--- src/rtl/sync_fifo_ram_ctrl.sv ---
// rtl/sync_fifo_ram_ctrl.sv - FWFT FIFO controller around an external 1rw1rw RAM
//
// Purpose: single-clock FIFO control. RAM port A is write-only and port B is
// read-only. A 2-entry output buffer hides the RAM's 1-cycle registered read,
// which gives the consumer a first-word-fall-through valid/pop interface.
//
// Ports:
//   clk, rst_n              clock, asynchronous active-low reset
//   wr_en, wr_data          push request and data
//   full, wr_overflow       RAM occupancy at capacity; pulse for a dropped push
//   rd_en                   pop the head entry
//   rd_data, rd_valid       head entry and its presence (FWFT)
//   rd_underflow            pulse for a pop request while empty
//   count                   entries held: RAM + in-flight read + output buffer
//   ram_addra/dina/wena     RAM port A write side
//   ram_rena                port A read enable, tied low
//   ram_addrb/renb          RAM port B read side
//   ram_dinb, ram_wenb      port B write side, tied low
//   ram_doutb               RAM read data, valid the cycle after ram_renb
module sync_fifo_ram_ctrl #(
    parameter int WIDTH_ADDR = 8,
    parameter int WIDTH_DATA = 8
) (
    input  logic                    clk,
    input  logic                    rst_n,
    input  logic                    wr_en,
    input  logic [WIDTH_DATA-1:0]   wr_data,
    output logic                    full,
    output logic                    wr_overflow,
    input  logic                    rd_en,
    output logic [WIDTH_DATA-1:0]   rd_data,
    output logic                    rd_valid,
    output logic                    rd_underflow,
    output logic [WIDTH_ADDR+1:0]   count,
    output logic [WIDTH_ADDR-1:0]   ram_addra,
    output logic [WIDTH_DATA-1:0]   ram_dina,
    output logic                    ram_wena,
    output logic                    ram_rena,
    output logic [WIDTH_ADDR-1:0]   ram_addrb,
    output logic [WIDTH_DATA-1:0]   ram_dinb,
    output logic                    ram_wenb,
    output logic                    ram_renb,
    input  logic [WIDTH_DATA-1:0]   ram_doutb
);

    localparam logic [WIDTH_ADDR:0] DEPTH = {1'b1, {WIDTH_ADDR{1'b0}}};

    logic [WIDTH_ADDR-1:0] wptr;
    logic [WIDTH_ADDR-1:0] rptr;
    logic [WIDTH_ADDR:0]   ram_cnt;
    logic                  inflight;
    logic [WIDTH_DATA-1:0] obuf0;
    logic [WIDTH_DATA-1:0] obuf1;
    logic [1:0]            out_cnt;

    logic                  push;
    logic                  pop;
    logic                  issue;
    logic [2:0]            out_occ;
    logic [WIDTH_DATA-1:0] obuf0_nxt;
    logic [WIDTH_DATA-1:0] obuf1_nxt;
    logic [WIDTH_ADDR:0]   ram_cnt_nxt;

    // full looks only at the RAM: a pop frees the output buffer, not a RAM slot.
    assign full     = (ram_cnt == DEPTH);
    assign push     = wr_en & ~full;
    assign rd_valid = (out_cnt != 2'd0);
    assign pop      = rd_en & rd_valid;

    // Output-buffer occupancy after this cycle's capture and pop; a new read is
    // issued only if its data will have a free slot when it returns.
    assign out_occ = {1'b0, out_cnt} + {2'b00, inflight} - {2'b00, pop};
    assign issue   = (ram_cnt != '0) & (out_occ < 3'd2);

    assign ram_wena  = push;
    assign ram_addra = wptr;
    assign ram_dina  = wr_data;
    assign ram_rena  = 1'b0;
    assign ram_renb  = issue;
    assign ram_addrb = rptr;
    assign ram_dinb  = '0;
    assign ram_wenb  = 1'b0;

    assign rd_data = obuf0;
    assign count   = {1'b0, ram_cnt}
                   + {{(WIDTH_ADDR+1){1'b0}}, inflight}
                   + {{WIDTH_ADDR{1'b0}}, out_cnt};

    assign ram_cnt_nxt = ram_cnt
                       + {{WIDTH_ADDR{1'b0}}, push}
                       - {{WIDTH_ADDR{1'b0}}, issue};

    // Shift on pop first, then land returning RAM data behind any survivor.
    always_comb begin
        obuf0_nxt = pop ? obuf1 : obuf0;
        obuf1_nxt = obuf1;
        if (inflight) begin
            if ((out_cnt == 2'd2) || ((out_cnt == 2'd1) && !pop)) begin
                obuf1_nxt = ram_doutb;
            end else begin
                obuf0_nxt = ram_doutb;
            end
        end
    end

    always_ff @(posedge clk or negedge rst_n) begin
        if (!rst_n) begin
            wptr         <= '0;
            rptr         <= '0;
            ram_cnt      <= '0;
            inflight     <= 1'b0;
            obuf0        <= '0;
            obuf1        <= '0;
            out_cnt      <= 2'd0;
            wr_overflow  <= 1'b0;
            rd_underflow <= 1'b0;
        end else begin
            if (push) begin
                wptr <= wptr + 1'b1;
            end
            if (issue) begin
                rptr <= rptr + 1'b1;
            end
            ram_cnt      <= ram_cnt_nxt;
            inflight     <= issue;
            obuf0        <= obuf0_nxt;
            obuf1        <= obuf1_nxt;
            out_cnt      <= out_occ[1:0];
            wr_overflow  <= wr_en & full;
            rd_underflow <= rd_en & ~rd_valid;
        end
    end

endmodule

--- config.mk ---
export PLATFORM = sky130hd
export DESIGN_NAME = sync_fifo_ram_ctrl
export DESIGN_NICKNAME = d
export VERILOG_FILES = /design/src/rtl/sync_fifo_ram_ctrl.sv
export SDC_FILE = /design/constraint.sdc
export NUM_CORES = 1
export LEC_CHECK = 0
export CAP_MARGIN = 20
export CORE_MARGIN = 4
export CORE_UTILIZATION = 26
export CTS_BUF_LIST = sky130_fd_sc_hd__clkbuf_4
export CTS_CLUSTER_DIAMETER = 150
export DETAILED_ROUTE_END_ITERATION = 16
export PLACE_DENSITY_LB_ADDON = 0.2
export SLEW_MARGIN = 20
export SYNTH_ARGS = -nofsm -noshare
export SYNTH_HDL_FRONTEND = slang
export SYNTH_SLANG_ARGS = --single-unit
export TNS_END_PERCENT = 100
--- constraint.sdc ---
create_clock -name clk -period 5.23 [get_ports clk]
set_input_delay 1.046 -clock clk [delete_from_list [all_inputs] [get_ports clk]]
set_output_delay 1.046 -clock clk [all_outputs]
set_load 0.05 [all_outputs]
# Word-level counts from Yosys, hierarchy flattened
# Index checks and enable logic that the tools add are counted.
[totals] regBits=46
[op_classes] bitwise_logic=7 eq_ne=3 n_mux=3 order_cmp=1 reduce_logical=6 n_addsub=8
[op_table] op="$mux W8" count=3
[op_table] op="$add A8 B1 Y8 const B" count=2
[op_table] op="$add A10 B2 Y10" count=1
[op_table] op="$add A9 B1 Y10" count=1
[op_table] op="$add A9 B1 Y9" count=1
[op_table] op="$eq A9 B9 Y1 const B" count=1
[op_table] op="$reduce_bool A9 Y1" count=1
[op_table] op="$sub A9 B1 Y9" count=1
[op_table] op="$and A1 B1 Y1" count=5
[op_table] op="$add A2 B1 Y3" count=1
[op_table] op="$lt A3 B2 Y1 const B" count=1
[op_table] op="$sub A3 B1 Y3" count=1
[op_table] op="$eq A2 B1 Y1 const B" count=1
[op_table] op="$eq A2 B2 Y1 const B" count=1
[op_table] op="$not A1 Y1" count=2
[op_table] op="$reduce_and A2 Y1" count=1
[op_table] op="$reduce_bool A2 Y1" count=1
[op_table] op="$logic_and A1 B1 Y1" count=1
[op_table] op="$logic_not A1 Y1" count=1
[op_table] op="$logic_or A1 B1 Y1" count=1

# Depth between registers and ports, before layout
[depth] depth_word=7 ltp_mapped=18

# Least setup slack after synthesis
# Ideal clock, no wire load.
[synth_path] path_kind="input to register" from="input rd_en" to="register ram_cnt[8]" stages=17 path_buffers=0 path_slack_ps=460 setup_ps=123 t_required_ps=5107 arrival_time_ps=4648 path_cell_list="nand2_2 inv_1 ha_1 inv_1 ha_1 inv_1 fa_1 xor2_1 a311oi_4 ha_1 inv_1 ha_1 fa_1 a21oi_1 o211ai_1 o41a_1 xnor2_1"
[synth_between] elab_chain_cells=5
[synth_lines] item="from (decl)" line="30" rtl="input logic rd_en,"
[synth_lines] item="$and A1 B1 Y1" line="68" rtl="assign pop = rd_en & rd_valid;"
[synth_lines] item="$sub A3 B1 Y3" line="72" rtl="assign out_occ = {1'b0, out_cnt} + {2'b00, inflight} - {2'b00, pop};"
[synth_lines] item="$lt A3 B2 Y1" line="73" rtl="assign issue = (ram_cnt != '0) & (out_occ < 3'd2);"
[synth_lines] item="$and A1 B1 Y1" line="73"
[synth_lines] item="net ram_renb" line="42" rtl="output logic ram_renb,"
[synth_lines] item="$sub A9 B1 Y9" line="91" rtl="- {{WIDTH_ADDR{1'b0}}, issue};"
[synth_lines] item="net ram_cnt_nxt[8]" line="62" rtl="logic [WIDTH_ADDR:0] ram_cnt_nxt;"
[synth_lines] item="to (signal assigned)" line="124" rtl="ram_cnt <= ram_cnt_nxt;"
[synth_lines] item="to (decl)" line="50" rtl="logic [WIDTH_ADDR:0] ram_cnt;"
# The timed path passes the listed nets, and every way through them passes these cells.
# A chain may end at the register's enable or synchronous reset.

# Worst setup path in the final report
[layout_path] from="input rd_en" to="output ram_renb"
[layout_between] elab_chain_cells=4
[layout_lines] item="$and A1 B1 Y1" line="68"
[layout_lines] item="$sub A3 B1 Y3" line="72"
[layout_lines] item="$lt A3 B2 Y1" line="73"
[layout_lines] item="$and A1 B1 Y1" line="73"
[layout_lines] item="to (decl)" line="42"
# Every way passes these cells.

==> results.md <==
- Worst-path fanout max: 10
- Kind of critical path: input pin to output port
- Clk buf depth: 2
- Hold Vio Cnt, Final: 0
- Core Footprint: 0.009955 mm^2
- Fin nets: between 300 and 400
- GRT Util Overall: 9.489%
- Max cap viols: 0
- Drt first pass iters: 4
- Worst hold start: ram_addra[7]
- CTS buffer count: 5
- CTS Hold Bufs: 0
- CTS tree: built
- Slew @ Worst Pin: 0.6117 ns
- Worst reg2reg path startpoint: out_cnt[1]
- Routed vias: roughly 1700
- Post-synthesis register bit count: 46
- Vias in the first global route: 1730
- Clock skew: ~0.008 ns
- Worst hold path stage count: 1
- Main combinational cell family by area after synthesis: adder cells
- Die area: around 0.012 mm^2
- Total wire length: between 5000 and 6000 um
- Synth Area in Adders: 13.64%
- Synth Area in Compound Gates: 4.548%
- Num rows: 36
- CTS sink cnt: 46
- Slew Limit Fails: 0
- Fmax: 0.2270 GHz
- Post-route insts no fill: between 400 and 500
- Crit path DAT: 3.36 ns
- Tmin final: 4.406 ns
- Sequential-to-total area share from yosys stat: 42.69%
- Final WS setup: 0.8240 ns
- Commonest non-fill, non-tap cell in the layout: clkdlybuf4s50_1
- Min-Delay Endpoint: ram_addra[7]
- Die H: 109.8 um
- Antenna violations before repair: 1
- WP data required: 4.18 ns
- R2r setup slk: 1.18 ns
- Initial DRC count: 54
- Crit path capture type: output port
- Clk Latency, worst-skew pair: 0.36 ns
- Global-route wire length before repair: just under 9000 um
- DRC Markers: 0
- Hold Worst Slack: 0.4814 ns
- Synth warn: 0
- Clk slew on worst S/H paths: 0.14 ns
- Leading cell types in the layout, fill and taps excluded: clkdlybuf4s50_1 (49), dfrtp_1 (46), mux2_2 (26)
- Vias per cell: 4.110
- Synth Area in Simple Gates: a little over a tenth
- Wire per inst: 12.84 um
- Cell variety after synth: 38
- Hold WC Path Type: register to register
- Kind of start point of the critical path: input pin
- HPWL Detailed: 4009 um
- Chip Width: around 110 um
- H-tree Lvls: 2
- Buffers on Ports: 51
- Post-Synth XOR/XNOR Area: 8.770%
- Root Driver: clkbuf_4
- Post-Syn Instances: between 200 and 250
- Final period util: between 80% and 90%
- Area growth, synth to finish: 25.34%
- Ports: between 70 and 80
- Final TNS setup: 0 ns
- Final setup viols: 0
- Worst R2R End: ram_cnt[8]
- Mean Syn Cell Area: 11.62 um^2
- RSZ-0062 raised after global routing: no
- Post-CTS Setup Bufs: 0
- Starting density of the core: 27.09%
- Outcome: complete, no violations
- Post-Syn Area: 0.002696 mm^2
- Gpl congestion: 0.8018
- Pre-CTS setup slack: a little under 0.5 ns
- Cell Count Post-Placement: ~400
- R2R cell count: 18
- Post-cts resize count: 0
- Grt total ovfl: 0
- Antenna Violating Nets Remaining: 0
- Pin count of the biggest net entering global routing: 47
- Slew headroom: about 59%
- Proportion of layout cells with a drive suffix above 1: ~17%
- Post-synthesis mux area share: 10.86%
[cells by family (layout without fill, tap and decap cells)]
family | after synthesis | in the layout
and+or+nand+nor | 50 | 50
adders and majority gates | 27 | 27
DFF | 46 | 46
other | 1 | 11
AOI/OAI and AO/OA | 13 | 13
buffers and inverters | 42 | 85
muxes | 26 | 26
xor gates and xnor gates | 27 | 27
[worst max path at each step]
stage,start,to,depth (start not counted)
final,rd_en,ram_renb,12
after global routing,rd_en,ram_renb,12
after CTS,rd_en,ram_renb,12
after detailed placement,rd_en,ram_cnt[8],18
after global placement,rd_en,ram_cnt[8],18
after floorplan,rd_en,ram_cnt[8],17
[critical path, cell delays in order]
cell	delay, ns
clkdlybuf4s50_1	0.52
nand2_2	0.06
inv_1	0.05
ha_1	0.21
inv_1	0.05
ha_1	0.13
inv_1	0.04
fa_1	0.36
xor2_1	0.17
a311oi_4	0.30
buf_4	0.24
buf_12	0.15
[stage by stage]
| stage | utilization (%) | instance area [um^2] |
|---|---|---|
| 2_1_floorplan | - | 2730 |
| 3_3_place_gp | 33.09 | 3294 |
| 3_5_place_dp | 33.09 | 3294 |
| 4_1_cts | 33.92 | 3377 |
| 5_1_grt | 33.95 | 3379 |
| 6_report | 33.95 | 3379 |
[flip-flops by register name (all words and copies together), names as in the netlist]
| register | flops |
|---|---|
| inflight | 1 |
| rd_underflow | 1 |
| ram_addrb | 8 |
| ram_cnt | 9 |
| ram_addra | 8 |
| wr_overflow | 1 |
| obuf1 | 8 |
| rd_data | 8 |
| out_cnt | 2 |
[per-layer routing]
metal  up-vias  share of wire, %  global-route usage [%]
met5         -                 0                       0
met4         0               1.9                   3.918
li1        862                 -                       -
met1       809                45                   11.93
met2        40                48                   15.77
met3         7               5.3                   1.938
[synth_stat cells]
library cell,n,area [um^2]
and4_1,2,17.52
buf_2,1,5.000
nor2b_1,1,6.260
fa_1,4,80.08
nor3_1,3,15.01
a21oi_1,3,15.01
nor3b_1,2,15.01
a21o_1,1,7.510
nor2_1,7,26.28
and2_1,1,6.260
a311oi_4,1,26.28
inv_1,23,86.33
and3_1,4,25.02
xor2_1,7,61.31
nand3_1,5,25.02
nand2b_1,3,18.77
mux2_2,26,292.8
or3b_2,2,17.52
o41a_1,1,11.26
xnor2_1,20,175.2
o221ai_1,1,8.760
and3_2,1,7.510
o21a_1,2,15.01
and4bb_4,1,16.27
ha_1,23,287.8
o2111a_1,1,11.26
buf_4,18,135.1
a31oi_2,1,12.51
dfrtp_1,46,1151
nand4_1,7,43.79
or2_2,1,6.260
nand3b_1,1,7.510
o21bai_1,1,7.510
nand2_1,7,26.28
nand2_2,1,6.260
and3b_1,1,8.760
o211ai_1,1,7.510
conb_1,1,3.750
[layout make-up]
class                      count  area (um^2)
fill                        1008         6575
sequential                    46         1151
tap                          133        166.4
multi-input combinational    153         1353
timing repair buffer          54        538.0
antenna                        1        2.502
inverter                      23        86.33
clock buffer                   6        45.04
clock inverter                 2        37.54
Power is not shown: default switching activity piles up to over one toggle a cycle in this logic, so the estimate is an artifact.
